==> config.mk <==
export PLATFORM = sky130hd
export DESIGN_NAME = mem_bus_arbiter_flat
export DESIGN_NICKNAME = d
export VERILOG_FILES = /design/src/rtl/mem_bus_arbiter_if.sv /design/src/rtl/mem_bus_arbiter.sv /design/src/flat_wrapper.sv
export SDC_FILE = /design/constraint.sdc
export NUM_CORES = 1
export LEC_CHECK = 0
export BUFFER_PORTS_ARGS = -buffer_cell sky130_fd_sc_hd__buf_2
export CELL_PAD_IN_SITES_DETAIL_PLACEMENT = 0
export CELL_PAD_IN_SITES_GLOBAL_PLACEMENT = 1
export CORE_UTILIZATION = 21
export DETAILED_ROUTE_END_ITERATION = 7
export GPL_TIMING_DRIVEN = 1
export PLACE_DENSITY = 0.95
export SLEW_MARGIN = 30
export SYNTH_ARGS = -nofsm -noshare
export SYNTH_HDL_FRONTEND = slang
export SYNTH_SLANG_ARGS = --single-unit
==> constraint.sdc <==
create_clock -name clk -period 2.4 [get_ports clk]
set_input_delay 0.24 -clock clk [delete_from_list [all_inputs] [get_ports clk]]
set_output_delay 0.24 -clock clk [all_outputs]
set_load 0.01 [all_outputs]
==> src/rtl/mem_bus_arbiter_if.sv <==
// Shared-memory bus bundle: two requester ports, the memory-side bus and a debug owner code.
// The arbiter takes the slave view; the requesters and memory model take the master view.
interface mem_bus_arbiter_if #(
    parameter int ADDR_WIDTH = 16
);
    logic                  m0_req;
    logic                  m0_we;
    logic                  m0_byt;
    logic [ADDR_WIDTH-1:0] m0_addr;
    logic [15:0]           m0_wdata;
    logic                  m0_gnt;
    logic                  m0_rvalid;
    logic [15:0]           m0_rdata;

    logic                  m1_req;
    logic                  m1_we;
    logic                  m1_byt;
    logic [ADDR_WIDTH-1:0] m1_addr;
    logic [15:0]           m1_wdata;
    logic                  m1_gnt;
    logic                  m1_rvalid;
    logic [15:0]           m1_rdata;

    logic [ADDR_WIDTH-1:0] mem_addr;
    logic                  wr_mem;
    logic                  byt;
    logic [15:0]           wr_data;
    logic [15:0]           rd_data;
    logic [1:0]            owner;

    modport slave (
        input  m0_req, m0_we, m0_byt, m0_addr, m0_wdata,
        input  m1_req, m1_we, m1_byt, m1_addr, m1_wdata,
        input  rd_data,
        output m0_gnt, m0_rvalid, m0_rdata,
        output m1_gnt, m1_rvalid, m1_rdata,
        output mem_addr, wr_mem, byt, wr_data, owner
    );

    modport master (
        output m0_req, m0_we, m0_byt, m0_addr, m0_wdata,
        output m1_req, m1_we, m1_byt, m1_addr, m1_wdata,
        output rd_data,
        input  m0_gnt, m0_rvalid, m0_rdata,
        input  m1_gnt, m1_rvalid, m1_rdata,
        input  mem_addr, wr_mem, byt, wr_data, owner
    );
endinterface

==> src/rtl/mem_bus_arbiter.sv <==
// Two-master shared memory bus arbiter with burst-limited grant hold and tagged 1-cycle read return.
// Optional MEM_ARB_ROUND_ROBIN_EN: alternate the winner of simultaneous requests from IDLE.
module mem_bus_arbiter #(
    parameter int ADDR_WIDTH = 16,
    parameter int MAX_BURST  = 8
) (
    input  logic             clk,
    input  logic             rst,
    mem_bus_arbiter_if.slave bus
);
    typedef enum logic [1:0] {
        IDLE = 2'b00,
        OWN0 = 2'b01,
        OWN1 = 2'b10
    } state_t;

    localparam logic [7:0] BURST_LAST = 8'(MAX_BURST - 1);

    state_t                r_state;
    state_t                w_state_next;
    logic [7:0]            r_burst_cnt;
    logic [7:0]            w_burst_cnt_next;
    logic                  r_pend_v;
    logic                  r_pend_tag;

    logic [1:0]            w_req;
    logic [1:0]            w_we;
    logic [1:0]            w_byt;
    logic [ADDR_WIDTH-1:0] w_addr [2];
    logic [15:0]           w_wdata [2];
    logic [1:0]            w_gnt;
    logic [1:0]            w_rvalid;

    logic                  w_owned;
    logic                  w_own_idx;
    logic                  w_xfer;
    logic                  w_last;
    logic                  w_pick1;

    logic [ADDR_WIDTH-1:0] w_mem_addr;
    logic                  w_wr_mem;
    logic                  w_byt_out;
    logic [15:0]           w_wr_data;

    assign w_req      = {bus.m1_req, bus.m0_req};
    assign w_we       = {bus.m1_we,  bus.m0_we};
    assign w_byt      = {bus.m1_byt, bus.m0_byt};
    assign w_addr[0]  = bus.m0_addr;
    assign w_addr[1]  = bus.m1_addr;
    assign w_wdata[0] = bus.m0_wdata;
    assign w_wdata[1] = bus.m1_wdata;

    assign w_owned   = (r_state != IDLE);
    assign w_own_idx = (r_state == OWN1);
    assign w_xfer    = w_owned & w_req[w_own_idx];
    assign w_last    = (r_burst_cnt == BURST_LAST);

`ifdef MEM_ARB_ROUND_ROBIN_EN
    // 1 = M1 was the most recent owner; both masters requesting from IDLE goes to the other one.
    logic r_last_owner;

    always_ff @(posedge clk) begin
        if (rst) begin
            r_last_owner <= 1'b1;
        end else if ((w_state_next != r_state) && (w_state_next != IDLE)) begin
            r_last_owner <= (w_state_next == OWN1);
        end
    end

    assign w_pick1 = w_req[1] & (~w_req[0] | ~r_last_owner);
`else
    assign w_pick1 = w_req[1] & ~w_req[0];
`endif

    always_comb begin
        w_state_next = r_state;
        unique case (r_state)
            IDLE: begin
                if (w_pick1)       w_state_next = OWN1;
                else if (w_req[0]) w_state_next = OWN0;
            end
            OWN0: begin
                if (!w_req[0])                w_state_next = w_req[1] ? OWN1 : IDLE;
                else if (w_last && w_req[1])  w_state_next = OWN1;
            end
            OWN1: begin
                if (!w_req[1])                w_state_next = w_req[0] ? OWN0 : IDLE;
                else if (w_last && w_req[0])  w_state_next = OWN0;
            end
            default: w_state_next = IDLE;
        endcase
    end

    // Saturating at the last count keeps an uncontended owner on the bus indefinitely.
    always_comb begin
        w_burst_cnt_next = r_burst_cnt;
        if (w_state_next != r_state) begin
            w_burst_cnt_next = '0;
        end else if (w_xfer && !w_last) begin
            w_burst_cnt_next = r_burst_cnt + 8'd1;
        end
    end

    always_comb begin
        w_mem_addr = '0;
        w_wr_mem   = 1'b0;
        w_byt_out  = 1'b0;
        w_wr_data  = '0;
        if (w_owned) begin
            w_mem_addr = w_addr[w_own_idx];
            w_wr_mem   = w_req[w_own_idx] & w_we[w_own_idx];
            w_byt_out  = w_byt[w_own_idx];
            w_wr_data  = w_wdata[w_own_idx];
        end
    end

    always_ff @(posedge clk) begin
        if (rst) begin
            r_state     <= IDLE;
            r_burst_cnt <= '0;
            r_pend_v    <= 1'b0;
            r_pend_tag  <= 1'b0;
        end else begin
            r_state     <= w_state_next;
            r_burst_cnt <= w_burst_cnt_next;
            r_pend_v    <= w_xfer & ~w_we[w_own_idx];
            r_pend_tag  <= w_own_idx;
        end
    end

    genvar gi;
    generate
        for (gi = 0; gi < 2; gi++) begin : g_port
            assign w_gnt[gi]    = (r_state == state_t'(2'(gi + 1)));
            assign w_rvalid[gi] = r_pend_v & (r_pend_tag == 1'(gi));
        end
    endgenerate

    assign bus.m0_gnt    = w_gnt[0];
    assign bus.m1_gnt    = w_gnt[1];
    assign bus.m0_rvalid = w_rvalid[0];
    assign bus.m1_rvalid = w_rvalid[1];
    assign bus.m0_rdata  = bus.rd_data;
    assign bus.m1_rdata  = bus.rd_data;
    assign bus.mem_addr  = w_mem_addr;
    assign bus.wr_mem    = w_wr_mem;
    assign bus.byt       = w_byt_out;
    assign bus.wr_data   = w_wr_data;
    assign bus.owner     = r_state;
endmodule

==> src/flat_wrapper.sv <==
// flat-port wrapper written by rule: the top's interface ports become plain ports
module mem_bus_arbiter_flat 
#(
    parameter int ADDR_WIDTH = 16,
    parameter int MAX_BURST  = 8
)
  (clk, rst, bus_m0_req, bus_m0_we, bus_m0_byt, bus_m0_addr, bus_m0_wdata, bus_m1_req, bus_m1_we, bus_m1_byt, bus_m1_addr, bus_m1_wdata, bus_rd_data, bus_m0_gnt, bus_m0_rvalid, bus_m0_rdata, bus_m1_gnt, bus_m1_rvalid, bus_m1_rdata, bus_mem_addr, bus_wr_mem, bus_byt, bus_wr_data, bus_owner);
  mem_bus_arbiter_if #(.ADDR_WIDTH(ADDR_WIDTH)) bus_i ();
  input  logic clk;
  input  logic rst;
  input wire logic [$bits(bus_i.m0_req)-1:0] bus_m0_req;
  input wire logic [$bits(bus_i.m0_we)-1:0] bus_m0_we;
  input wire logic [$bits(bus_i.m0_byt)-1:0] bus_m0_byt;
  input wire logic [$bits(bus_i.m0_addr)-1:0] bus_m0_addr;
  input wire logic [$bits(bus_i.m0_wdata)-1:0] bus_m0_wdata;
  input wire logic [$bits(bus_i.m1_req)-1:0] bus_m1_req;
  input wire logic [$bits(bus_i.m1_we)-1:0] bus_m1_we;
  input wire logic [$bits(bus_i.m1_byt)-1:0] bus_m1_byt;
  input wire logic [$bits(bus_i.m1_addr)-1:0] bus_m1_addr;
  input wire logic [$bits(bus_i.m1_wdata)-1:0] bus_m1_wdata;
  input wire logic [$bits(bus_i.rd_data)-1:0] bus_rd_data;
  output wire logic [$bits(bus_i.m0_gnt)-1:0] bus_m0_gnt;
  output wire logic [$bits(bus_i.m0_rvalid)-1:0] bus_m0_rvalid;
  output wire logic [$bits(bus_i.m0_rdata)-1:0] bus_m0_rdata;
  output wire logic [$bits(bus_i.m1_gnt)-1:0] bus_m1_gnt;
  output wire logic [$bits(bus_i.m1_rvalid)-1:0] bus_m1_rvalid;
  output wire logic [$bits(bus_i.m1_rdata)-1:0] bus_m1_rdata;
  output wire logic [$bits(bus_i.mem_addr)-1:0] bus_mem_addr;
  output wire logic [$bits(bus_i.wr_mem)-1:0] bus_wr_mem;
  output wire logic [$bits(bus_i.byt)-1:0] bus_byt;
  output wire logic [$bits(bus_i.wr_data)-1:0] bus_wr_data;
  output wire logic [$bits(bus_i.owner)-1:0] bus_owner;
  assign bus_i.m0_req = bus_m0_req;
  assign bus_i.m0_we = bus_m0_we;
  assign bus_i.m0_byt = bus_m0_byt;
  assign bus_i.m0_addr = bus_m0_addr;
  assign bus_i.m0_wdata = bus_m0_wdata;
  assign bus_i.m1_req = bus_m1_req;
  assign bus_i.m1_we = bus_m1_we;
  assign bus_i.m1_byt = bus_m1_byt;
  assign bus_i.m1_addr = bus_m1_addr;
  assign bus_i.m1_wdata = bus_m1_wdata;
  assign bus_i.rd_data = bus_rd_data;
  assign bus_m0_gnt = bus_i.m0_gnt;
  assign bus_m0_rvalid = bus_i.m0_rvalid;
  assign bus_m0_rdata = bus_i.m0_rdata;
  assign bus_m1_gnt = bus_i.m1_gnt;
  assign bus_m1_rvalid = bus_i.m1_rvalid;
  assign bus_m1_rdata = bus_i.m1_rdata;
  assign bus_mem_addr = bus_i.mem_addr;
  assign bus_wr_mem = bus_i.wr_mem;
  assign bus_byt = bus_i.byt;
  assign bus_wr_data = bus_i.wr_data;
  assign bus_owner = bus_i.owner;
  mem_bus_arbiter #(.ADDR_WIDTH(ADDR_WIDTH), .MAX_BURST(MAX_BURST)) u_core (.clk(clk), .rst(rst), .bus(bus_i));
endmodule
# After elaboration in Yosys (flattened, before gate mapping)
# Cells that the tools add are included.
# totals
ff_bits	12
in_bits	88
word_cells	53
# op_classes
addsub	1
order_cmp	2
eq_ne	4
n_mux	25
n_bitwise	10
reduce_logical	7
# ops
cell	count
2-to-1 mux 16 bit	8
2-to-1 mux 2 bit	7
2-to-1 mux 1 bit	9
adder 8 x 1 -> 8 bit (second input constant)	1
equality test 8 x 3 -> 1 bit (second input constant)	1
bitwise AND 1 bit	6
one-hot mux 2 bit (3 select lines)	1
logical AND 1 bit	3
NOT 1 bit	3
equality test 2 x 1 -> 1 bit (second input constant)	1
equality test 2 bit (second input constant)	1
greater-or-equal comparator 2 bit (second input constant)	1
zero test 2 bit	1
< comparator 1 x 2 -> 1 bit (second input constant)	1
!= test 2 bit	1
NOT 1 -> 2 bit	1
nonzero test 2 bit	1
OR reduction 2 bit	1
zero test 1 bit	1

# Logic depth before layout (Yosys ltp)
# depth
ltp_word	7
depth_mapped	6

# Worst setup path after synthesis
# No wires, ideal clock.
# synth_timing
path_type	reg-to-output
from	register u_core.r_state[1], in the netlist u_core.bus.owner[1]
to	output port bus_wr_data[10]
t_arrival_ns	1.232
t_required_ns	2.160
setup_slack_ns	0.928
path_stages_with_launch	6
n_path_buf	3
cell_sequence	dfxtp_1 buf_2 nor2b_1 buf_2 buf_2 a22o_1
# synth_between
elab_chain_cells	6
elab_cells_between_ends	7
cone_classes	1 x eq/ne; 4 x mux; 1 x bitwise; 1 x reduce/logical
# synth_rtl
item	line	source
from (decl)	mem_bus_arbiter.sv:19	state_t r_state;
from (signal assigned)	mem_bus_arbiter.sv:124	r_state <= w_state_next;
equality test 2 bit	--	
net bus_m1_gnt	flat_wrapper.sv:25	output wire logic [$bits(bus_i.m1_gnt)-1:0] bus_m1_gnt;
NOT 1 -> 2 bit (not written as such)	mem_bus_arbiter.sv:113	w_wr_data = w_wdata[w_own_idx];
2-to-1 mux 16 bit (not written as such) (3 in series)	mem_bus_arbiter.sv:113	
2-to-1 mux 16 bit	mem_bus_arbiter.sv:109	if (w_owned) begin
to (decl)	flat_wrapper.sv:31	output wire logic [$bits(bus_i.wr_data)-1:0] bus_wr_data;
# The timed path passes the listed nets, and every way through them passes these cells. The select of a mux whose other input is x is not followed.

# Worst setup path after layout
# layout_timing
from	register u_core.r_state[1], in the netlist u_core.bus.owner[1]
to	output port bus_wr_mem
# layout_between
elab_chain_cells	5
elab_cells_between_ends	8
cone_classes	1 x eq/ne; 5 x mux; 1 x bitwise; 1 x reduce/logical
# layout_rtl
item	line	source
equality test 2 bit	mem_bus_arbiter.sv:54	assign w_own_idx = (r_state == OWN1);
2-to-1 mux 1 bit (not written as such) (2 in series)	mem_bus_arbiter.sv:111	w_wr_mem = w_req[w_own_idx] & w_we[w_own_idx];
bitwise AND 1 bit	mem_bus_arbiter.sv:111	
2-to-1 mux 1 bit *	mem_bus_arbiter.sv:109	
to (decl)	flat_wrapper.sv:29	output wire logic [$bits(bus_i.wr_mem)-1:0] bus_wr_mem;
# Mark *: on every way between the ends. The rest lies on a longest branch, timed or not. The select of a mux whose other input is x is not followed.

==> reports/metrics.csv <==
stage,metric,value,unit
outcome,status,completed,
critical_path,Worst EP arrival,1740,ps
power_and_ir_drop,Switching Share,28.8,%
sta,Clock Skew,2.58,ps
placement,Placed Cells,290,
clocking,Clock Sinks,12,
clocking,clock-pin slew of the registers on the worst-case setup and hold paths,50,ps
layout,most frequent cells in the layout,"111 x buf_2, 33 x a22o_1, 12 x dfxtp_1",
grt,antenna violations before repair,0,
yosys,Post-Syn Nets,235,
sta,Fin. Hold Viols,0,
clocking,cts hold-fix bufs,0,
run,Max-cap violations,0,
yosys,Post-Syn Area,1220,um2
sta,unrepaired setup endpoints after global routing,no,
critical_path,critical path class,reg -> out,
yosys,Synth Area per Inst,8.37,um2
placement,dpl hpwl,3.26,mm
floorplan,Die ar.,6130,um2
power_and_ir_drop,leakage,0.863,nW
sta,Max Slew Vio Count,0,
power_and_ir_drop,sequential power share,32.5,%
grt,largest net degree at the start of global routing,37,
grt,vias in the first global route,1238,
worst_hold_path,worst hold path type,in -> reg,
floorplan,Starting Density,21.9,%
layout,number of cells in the finished layout apart from fillers,294,
clocking,post-CTS sizing,0,
critical_path,peak fanout along the critical path,36,
floorplan,# rows,27,
grt,GRT overflow,0,
placement,dpl cell area,1600,um2
power_and_ir_drop,Peak VDD IR,0.170,mV
clocking,Setup Buffers After CTS,0,
placement,number of port buffers,111,
route,WL/cell,13.9,um
route,post-route ant nets,0,
power_and_ir_drop,Clock Power Share,34.2,%
clocking,TritonCTS buffer count,3,
route,DRT iter0 DRCs,30,
power_and_ir_drop,switching pwr,185,uW
critical_path,Startpoint Class,register,
placement,GPL Wtd Cong,0.778,
sta,Rel. slew slack,75.6,%
sta,Slew @ Worst Pin,365,ps
critical_path,CP required,2160,ps
power_and_ir_drop,Pint,458,uW
route,drt total wl,4.08,mm
floorplan,Die Ht,78.3,um
floorplan,# IOs,160,
route,post-DR vias/cell,4.54,
sta,hold_ws,235,ps
route,Pre-antenna DRT Iters,4,
yosys,Netlist cell types,29,
yosys,Mapped Cells,146,
placement,dpl ws,660,ps
sta,setup ws final,417,ps
floorplan,Die W,78.3,um
clocking,H-tree depth,1,
layout,"most common cell after layout, fill and taps aside",buf_2,
layout,Area Overhead vs Synth,35.5,%
yosys,register area share after synthesis,19.7,%
clocking,TritonCTS clock tree,built,
floorplan,core area,5570,um2
layout,fraction of layout cells with a size suffix above 1,56.3,%
grt,All-Layer GR Usage,12.3,%
power_and_ir_drop,pwr/cell area,389,nW/um2
yosys,Ys Warns,0,
layout,Nets,312,
layout,Finished Cell Area,1660,um2
power_and_ir_drop,Logic pwr share,33.3,%
yosys,Synth Register Bits,12,
route,DRC errors left,0,
critical_path,Setup crit end kind,output pin,
sta,Fmax,504,MHz
sta,Setup Viol. Count Final,0,
sta,total negative slack,0,ps
clocking,clock latency on the worst-skew pair,240,ps
layout,ANT cells,0,
route,via count,1335,
clocking,CTS max path bufs,2,
sta,"Period Utilization, post-route",82.6,%
clocking,Root Buffer,clkbuf_8,
sta,Period minus WS final,1980,ps
grt,first-pass GRT wire length,5.93,mm
layer usage:
metal	part of all wire (%)	up-vias	GRT usage, %
met5	0	-	0
li1	-	657	-
met4	0.64	0	3.52
met2	50	71	22.7
met1	40	605	14.1
met3	9.1	2	2.79
cells in the mapped netlist:
master      n  area share (%)
xnor2_1     5             3.6
buf_4      33              20
ha_1        1             1.0
nand3_1     4             1.6
nand2_2     1            0.51
and4_1      1            0.72
a22oi_2     1             1.0
a2bb2oi_2   1             1.2
or4_1       1            0.61
a22o_1     33              24
nand3b_1    1            0.61
and4bb_2    1             1.0
xor2_1      1            0.72
inv_1       2            0.61
nand2_1     6             1.8
dfxtp_1    12              20
o32a_1      1            0.82
nand4_1     1            0.51
o211a_1     1            0.82
clkbuf_1    3            0.92
a211oi_1    4             2.5
nor2_1      8             2.5
buf_2       5             2.0
a21oi_1     7             2.9
mux2i_1     4             3.3
nor2b_1     4             2.0
nand3b_2    1            0.92
nor3_2      2             1.6
and2_1      1            0.51
sequential cells by signal, summed over array words and instances, names as in the netlist:
signal,count
u_core.r_burst_cnt,8
u_core.r_pend_v,1
u_core.bus.owner,2
u_core.r_pend_tag,1
logic make-up (layout without fill, tap and decap cells):
group | Yosys count | count (layout) | share of synthesized area (%)
mux | 4 | 4 | 3.28
fa+ha+maj | 1 | 1 | 1.02
buf+inv | 43 | 119 | 23.8
compound gates | 48 | 48 | 32.9
xor+xnor | 6 | 6 | 4.30
flops | 12 | 12 | 19.7
simple gates | 32 | 32 | 15.0
power by group through the flow:
| stage | clock [mW] | sequential [mW] | combinational [mW] |
|---|---|---|---|
| 2_1_floorplan | 0 | 0.211 | 0.158 |
| 3_5_place_dp | 0 | 0.213 | 0.215 |
| 6_report | 0.220 | 0.209 | 0.214 |
| 5_1_grt | 0.233 | 0.210 | 0.233 |
| 3_3_place_gp | 0 | 0.212 | 0.214 |
| 4_1_cts | 0.226 | 0.209 | 0.217 |
critical path, cell delays in order (launching register included):
cell     delay, ps
dfxtp_1        480
nor2b_2        190
buf_4          340
mux2i_1        280
a21oi_1         60
buf_2          140
path summary, 6_finish.rpt:
path,depth (start not counted),slack (ps),from,end
hold reg to reg,2,560,u_core.r_burst_cnt[7]$_SDFFE_PP0P_,u_core.r_burst_cnt[7]$_SDFFE_PP0P_
hold / removal,2,230,rst,u_core.r_pend_tag$_SDFF_PP0_
setup reg to reg,5,750,u_core.bus.owner[0]$_SDFF_PP0_,u_core.r_burst_cnt[2]$_SDFFE_PP0P_
setup / recovery,5,420,u_core.bus.owner[1]$_SDFF_PP0_,bus_wr_mem
stage by stage:
stage	total power, mW	utilization, %
after floorplan	0.369	-
after global placement	0.427	28.7
after detailed placement	0.429	28.7
after CTS	0.652	29.7
after global routing	0.676	29.7
final	0.644	29.7
final cells by class:
| type | instances | area (um2) |
|---|---|---|
| flip-flops and latches | 12 | 240 |
| well taps | 72 | 90.1 |
| repair buffers | 113 | 571 |
| multi-input cells | 91 | 693 |
| fillers | 595 | 3920 |
| inverters | 2 | 7.51 |
| clock buffers | 4 | 55.1 |
(Power assumes the default switching activity.)
